--- src/rtl/vga_char_scan.sv ---
// VGA raster walker and pixel stage for a tile-indexed character buffer: drives the read
// address, samples lit/out_of_bounds, and registers RGB with aligned syncs. Macro: VGA_BORDER_EN.
module vga_char_scan #(
    parameter int unsigned p_clk_div    = 2,
    parameter int unsigned p_h_active   = 640,
    parameter int unsigned p_h_fp       = 16,
    parameter int unsigned p_h_sync     = 96,
    parameter int unsigned p_h_bp       = 48,
    parameter int unsigned p_v_active   = 480,
    parameter int unsigned p_v_fp       = 10,
    parameter int unsigned p_v_sync     = 2,
    parameter int unsigned p_v_bp       = 33,
    parameter logic [11:0] p_fg_rgb     = 12'hFFF,
    parameter logic [11:0] p_bg_rgb     = 12'h000,
    parameter logic [11:0] p_border_rgb = 12'h00F
) (
    input  logic        clk,
    input  logic        rst,
    output logic [6:0]  read_hchar,
    output logic [4:0]  read_vchar,
    output logic [2:0]  read_hoffset,
    output logic [3:0]  read_voffset,
    input  logic        read_lit,
    input  logic        out_of_bounds,
    output logic        vga_hsync,
    output logic        vga_vsync,
    output logic [11:0] vga_rgb,
    output logic        frame_start
);

    localparam int unsigned H_TOTAL = p_h_active + p_h_fp + p_h_sync + p_h_bp;
    localparam int unsigned V_TOTAL = p_v_active + p_v_fp + p_v_sync + p_v_bp;
    localparam int unsigned DIV_W   = $clog2(p_clk_div);

    localparam logic [DIV_W-1:0] DIV_LAST   = DIV_W'(p_clk_div - 1);
    localparam logic [9:0]       H_LAST     = 10'(H_TOTAL - 1);
    localparam logic [9:0]       V_LAST     = 10'(V_TOTAL - 1);
    localparam logic [9:0]       H_ACT      = 10'(p_h_active);
    localparam logic [9:0]       V_ACT      = 10'(p_v_active);
    localparam logic [9:0]       H_SYNC_BEG = 10'(p_h_active + p_h_fp);
    localparam logic [9:0]       H_SYNC_END = 10'(p_h_active + p_h_fp + p_h_sync);
    localparam logic [9:0]       V_SYNC_BEG = 10'(p_v_active + p_v_fp);
    localparam logic [9:0]       V_SYNC_END = 10'(p_v_active + p_v_fp + p_v_sync);

    logic [DIV_W-1:0] div_cnt_q, div_cnt_d;
    logic [9:0]       hcount_q, hcount_d;
    logic [9:0]       vcount_q, vcount_d;
    logic             pix_stb;
    logic             active;
    logic             oob_sel;

    logic [11:0]      rgb_p1_q, rgb_p1_d;
    logic             hsync_p1_q, hsync_p1_d;
    logic             vsync_p1_q, vsync_p1_d;
    logic             vld_p1_q, vld_p1_d;
    logic             frame_start_q, frame_start_d;

`ifdef VGA_BORDER_EN
    assign oob_sel = out_of_bounds;
`else
    logic unused_oob;
    assign unused_oob = out_of_bounds;
    assign oob_sel    = 1'b0;
`endif

    // Blanking wins over everything; out-of-bounds only reaches here with the border enabled.
    function automatic logic [11:0] pix_colour(input logic act, input logic lit, input logic oob);
        logic [11:0] c;
        if (!act)     c = 12'h000;
        else if (oob) c = p_border_rgb;
        else if (lit) c = p_fg_rgb;
        else          c = p_bg_rgb;
        return c;
    endfunction

    assign pix_stb = (div_cnt_q == DIV_LAST);

    always_comb begin
        div_cnt_d = pix_stb ? '0 : div_cnt_q + DIV_W'(1);
        hcount_d  = hcount_q;
        vcount_d  = vcount_q;
        if (pix_stb) begin
            if (hcount_q == H_LAST) begin
                hcount_d = '0;
                vcount_d = (vcount_q == V_LAST) ? '0 : vcount_q + 10'd1;
            end else begin
                hcount_d = hcount_q + 10'd1;
            end
        end
    end

    // Stage 1: read_lit has had p_clk_div-1 clks to settle against the current address.
    always_comb begin
        active        = (hcount_q < H_ACT) && (vcount_q < V_ACT);
        rgb_p1_d      = rgb_p1_q;
        hsync_p1_d    = hsync_p1_q;
        vsync_p1_d    = vsync_p1_q;
        vld_p1_d      = vld_p1_q;
        frame_start_d = 1'b0;
        if (pix_stb) begin
            rgb_p1_d      = pix_colour(active, read_lit, oob_sel);
            hsync_p1_d    = !((hcount_q >= H_SYNC_BEG) && (hcount_q < H_SYNC_END));
            vsync_p1_d    = !((vcount_q >= V_SYNC_BEG) && (vcount_q < V_SYNC_END));
            vld_p1_d      = 1'b1;
            frame_start_d = vld_p1_q && (hcount_q == 10'd0) && (vcount_q == 10'd0);
        end
    end

    always_ff @(posedge clk) begin
        if (!rst) begin
            div_cnt_q     <= '0;
            hcount_q      <= '0;
            vcount_q      <= '0;
            rgb_p1_q      <= '0;
            hsync_p1_q    <= 1'b1;
            vsync_p1_q    <= 1'b1;
            vld_p1_q      <= 1'b0;
            frame_start_q <= 1'b0;
        end else begin
            div_cnt_q     <= div_cnt_d;
            hcount_q      <= hcount_d;
            vcount_q      <= vcount_d;
            rgb_p1_q      <= rgb_p1_d;
            hsync_p1_q    <= hsync_p1_d;
            vsync_p1_q    <= vsync_p1_d;
            vld_p1_q      <= vld_p1_d;
            frame_start_q <= frame_start_d;
        end
    end

    assign read_hchar   = hcount_q[9:3];
    assign read_hoffset = hcount_q[2:0];
    assign read_vchar   = vcount_q[8:4];
    assign read_voffset = vcount_q[3:0];
    assign vga_rgb      = rgb_p1_q;
    assign vga_hsync    = hsync_p1_q;
    assign vga_vsync    = vsync_p1_q;
    assign frame_start  = frame_start_q;

endmodule
--- config.mk ---
export PLATFORM = sky130hd
export DESIGN_NAME = vga_char_scan
export DESIGN_NICKNAME = d
export VERILOG_FILES = /design/src/rtl/vga_char_scan.sv
export SDC_FILE = /design/constraint.sdc
export NUM_CORES = 1
export LEC_CHECK = 0
export CORE_MARGIN = 2
export CORE_UTILIZATION = 25
export CTS_BUF_LIST = sky130_fd_sc_hd__clkbuf_8
export DETAILED_ROUTE_END_ITERATION = 8
export GPL_TIMING_DRIVEN = 0
export SYNTH_ARGS = -nofsm -noshare
export SYNTH_HDL_FRONTEND = slang
export SYNTH_SLANG_ARGS = --single-unit
--- constraint.sdc ---
create_clock -name clk -period 3.15 [get_ports clk]
set_input_delay 0.315 -clock clk [delete_from_list [all_inputs] [get_ports clk]]
set_output_delay 0.315 -clock clk [all_outputs]
set_load 0.01 [all_outputs]
==> results.json <==
{
  "drt-met1-wl_mm": 1.63,
  "power.leakage_uw": 0.000717,
  "die_h_um": 79.8,
  "antenna_found_initial": 0,
  "grt_pass1_vias": 1078,
  "mostFrequentLayoutCells": "clkdlybuf4s50_1, dfxtp_1, buf_4",
  "r2r_cells": 6,
  "cp_num_buf_inv": 1,
  "setup_slack_ns": 0.952,
  "hold_violations": 0,
  "cts_tree": "built",
  "layout.cells.most_common": "clkdlybuf4s50_1",
  "cts.clk_slew.worst_paths_ns": 0.09,
  "gr-total-overflow": 0,
  "synth_edf_count": 0,
  "io_buffers": 36,
  "setup.worst_path.start_class": "flip-flop",
  "numPlacedInstances": 278,
  "grt_first_pass_wirelength_mm": 5.21,
  "asyncSetResetFlopFracSynth_pct": 0,
  "clock.fmax_ghz": 0.455,
  "fin_crit_sh_pct": 69.8,
  "grt_usage_pct": 10.3,
  "clockBufferDepth": 2,
  "criticalPathCategory": "reg2reg",
  "crit_arrival_ns": 2.34,
  "grt_setup_unrepaired": "no",
  "reg2reg_slack_ns": 0.95,
  "place_hpwl_mm": 2.41,
  "drc": 0,
  "ys.flop_type": "dfxtp_1",
  "hp-start": "vga_vsync",
  "fin_crit_ns": 2.20,
  "wl_per_cell_um": 11.3,
  "wl_met3_um": 158,
  "die_x_um": 79.8,
  "cts.hold.buffers_added": 0,
  "ys_ff_latch": 26,
  "finalClockSkew_ns": 0.00612,
  "postRouteWirelength_mm": 3.18,
  "syn_to_final_growth_pct": 34.3,
  "critPathLaunch": "hcount_q[1]",
  "slowest_stage": "o21ai_1",
  "drive_gt1_share_pct": 14.8,
  "power-per-cell-area_nw_per_um2": 308,
  "cts_buffers": 3,
  "endpoint_kind": "flip-flop",
  "antenna_left": 0,
  "cp_cell_sequence": "ha_1 -> nand4b_4 -> or3_4 -> buf_6 -> o21ai_1 -> nor2_1",
  "htreeDepth": 1,
  "vias": 1247,
  "max_slew.worst_pin.slew_ns": 0.631,
  "syn_area_um2": 1440,
  "maxSlewHeadroom_pct": 57.7,
  "initial_core_util_pct": 25.9,
  "gp_congestion": 0.806,
  "nets": 219,
  "io_pins": 38,
  "cap_violations": 0,
  "yosys.cell_types.count": 36,
  "first_iter_violations": 55,
  "num-fill-cells": 575,
  "syn-instance-count": 170,
  "num_antenna_cells": 0,
  "ys_warn_count": 0,
  "clkLatencyLatePin_ns": 0.27,
  "synth.avg_cell_area_um2": 8.44,
  "p_total_uw": 593,
  "required_ns": 3.29,
  "rows": 27,
  "post-cts-setup-buffers": 0,
  "clock-sinks": 26,
  "reg2reg_to": "vcount_q[3]",
  "wl_met2_mm": 1.37,
  "fp.dieArea_um2": 6360,
  "hold_end": "vga_vsync",
  "final_cells": 281,
  "vias_per_cell": 4.44,
  "tns_ns": 0,
  "min_path_cells": 2,
  "pre_cts_slack_ns": 0.953,
  "synth_fp_nets": 178,
  "hold_class": "reg2reg",
  "ir_drop_mv": 0.142,
  "post_cts_resized": 0,
  "topRoutingLayerUsed": "met4",
  "grt_max_degree": 14,
  "finalMaxSlewViolations": 0,
  "cts_root_buf": "clkbuf_8",
  "regToRegStartpoint": "hcount_q[1]",
  "critPathMaxFanout": 10,
  "seq_area_frac_synth_pct": 36.3,
  "slowest_delay_ns": 0.52,
  "setup_viol_count_final": 0,
  "status": "finished, final reports clean",
  "first_pass_iters": 4,
  "design.core.area_um2": 5540,
  "crit_family": "simple AND/OR/NAND/NOR gates"
}
[registers in the layout (all words and copies together), names as in the netlist]
register / flops
frame_start: 1
vga_vsync: 1
vld_p1_q: 1
hcount_q: 10
vcount_q: 10
vga_rgb: 1
div_cnt_q: 1
vga_hsync: 1
[cells in the mapped netlist, drive strengths merged, types with 6 or more instances]
master / instances / area [µm²]
buf: 21 / 161
nor4: 7 / 43.8
nand2: 15 / 56.3
dfxtp: 26 / 521
inv: 8 / 30.0
o21ai: 7 / 35.0
nand3: 8 / 40.0
nand4: 7 / 43.8
nor2: 13 / 48.8
xnor2: 6 / 52.6
a21oi: 7 / 38.8
[final cells by class]
class | instances | area [µm²] | area share (%)
buffer | 23 | 169 | 8.77
sequential | 26 | 520 | 27.0
tap | 72 | 90.1 | 4.68
timing repair buffer | 36 | 360 | 18.7
inverter | 8 | 30.0 | 1.56
multi-input combinational | 113 | 716 | 37.1
clock buffer | 3 | 41.3 | 2.14
[logic make-up (layout without fill, tap and decap cells)]
| group | count (synthesis) | after routing | share of synthesized area (%) |
|---|---|---|---|
| and+or+nand+nor | 75 | 75 | 29.5 |
| buffers and inverters | 31 | 70 | 13.9 |
| DFF | 26 | 26 | 36.3 |
| AOI/OAI and AO/OA | 23 | 23 | 10.1 |
| xor gates and xnor gates | 10 | 10 | 6.10 |
| adders and majority gates | 4 | 4 | 3.49 |
| muxes | 1 | 1 | 0.697 |
[tightest hold or removal path, cell delays in order, from the launching register on]
cell and delay, ns:
dfxtp_1 0.31, inv_1 0.05, a21oi_1 0.05
[metrics by stage]
stage	instance area (µm²)	util [%]	hold slack, ns
2_1_floorplan	1440	-	0.428
3_3_place_gp	1890	34.0	0.435
3_5_place_dp	1890	34.0	0.439
4_1_cts	1930	34.8	0.453
5_1_grt	1930	34.8	0.486
6_report	1930	34.8	0.450
[power by group]
| group | total [µW] | internal [µW] | switching [µW] |
|---|---|---|---|
| combinational | 59.4 | 35.6 | 23.8 |
| sequential | 340 | 333 | 7.24 |
| clock | 193 | 85.9 | 107 |
[how the worst max path moves through the flow]
| stage | endpoint | depth (start not counted) |
|---|---|---|
| final | vcount_q[3] | 6 |
| after CTS | vcount_q[3] | 6 |
| after floorplan | vcount_q[8] | 6 |
| after global placement | vcount_q[2] | 6 |
| after global routing | vcount_q[5] | 6 |
| after detailed placement | vcount_q[3] | 6 |
[metal layers]
layer	vias to the layer above	GRT usage, %
met5	-	0
met3	4	1.92
met4	0	4.24
met2	31	15.2
met1	553	14.5
li1	659	-
Power figures use the tool's default switching activity.
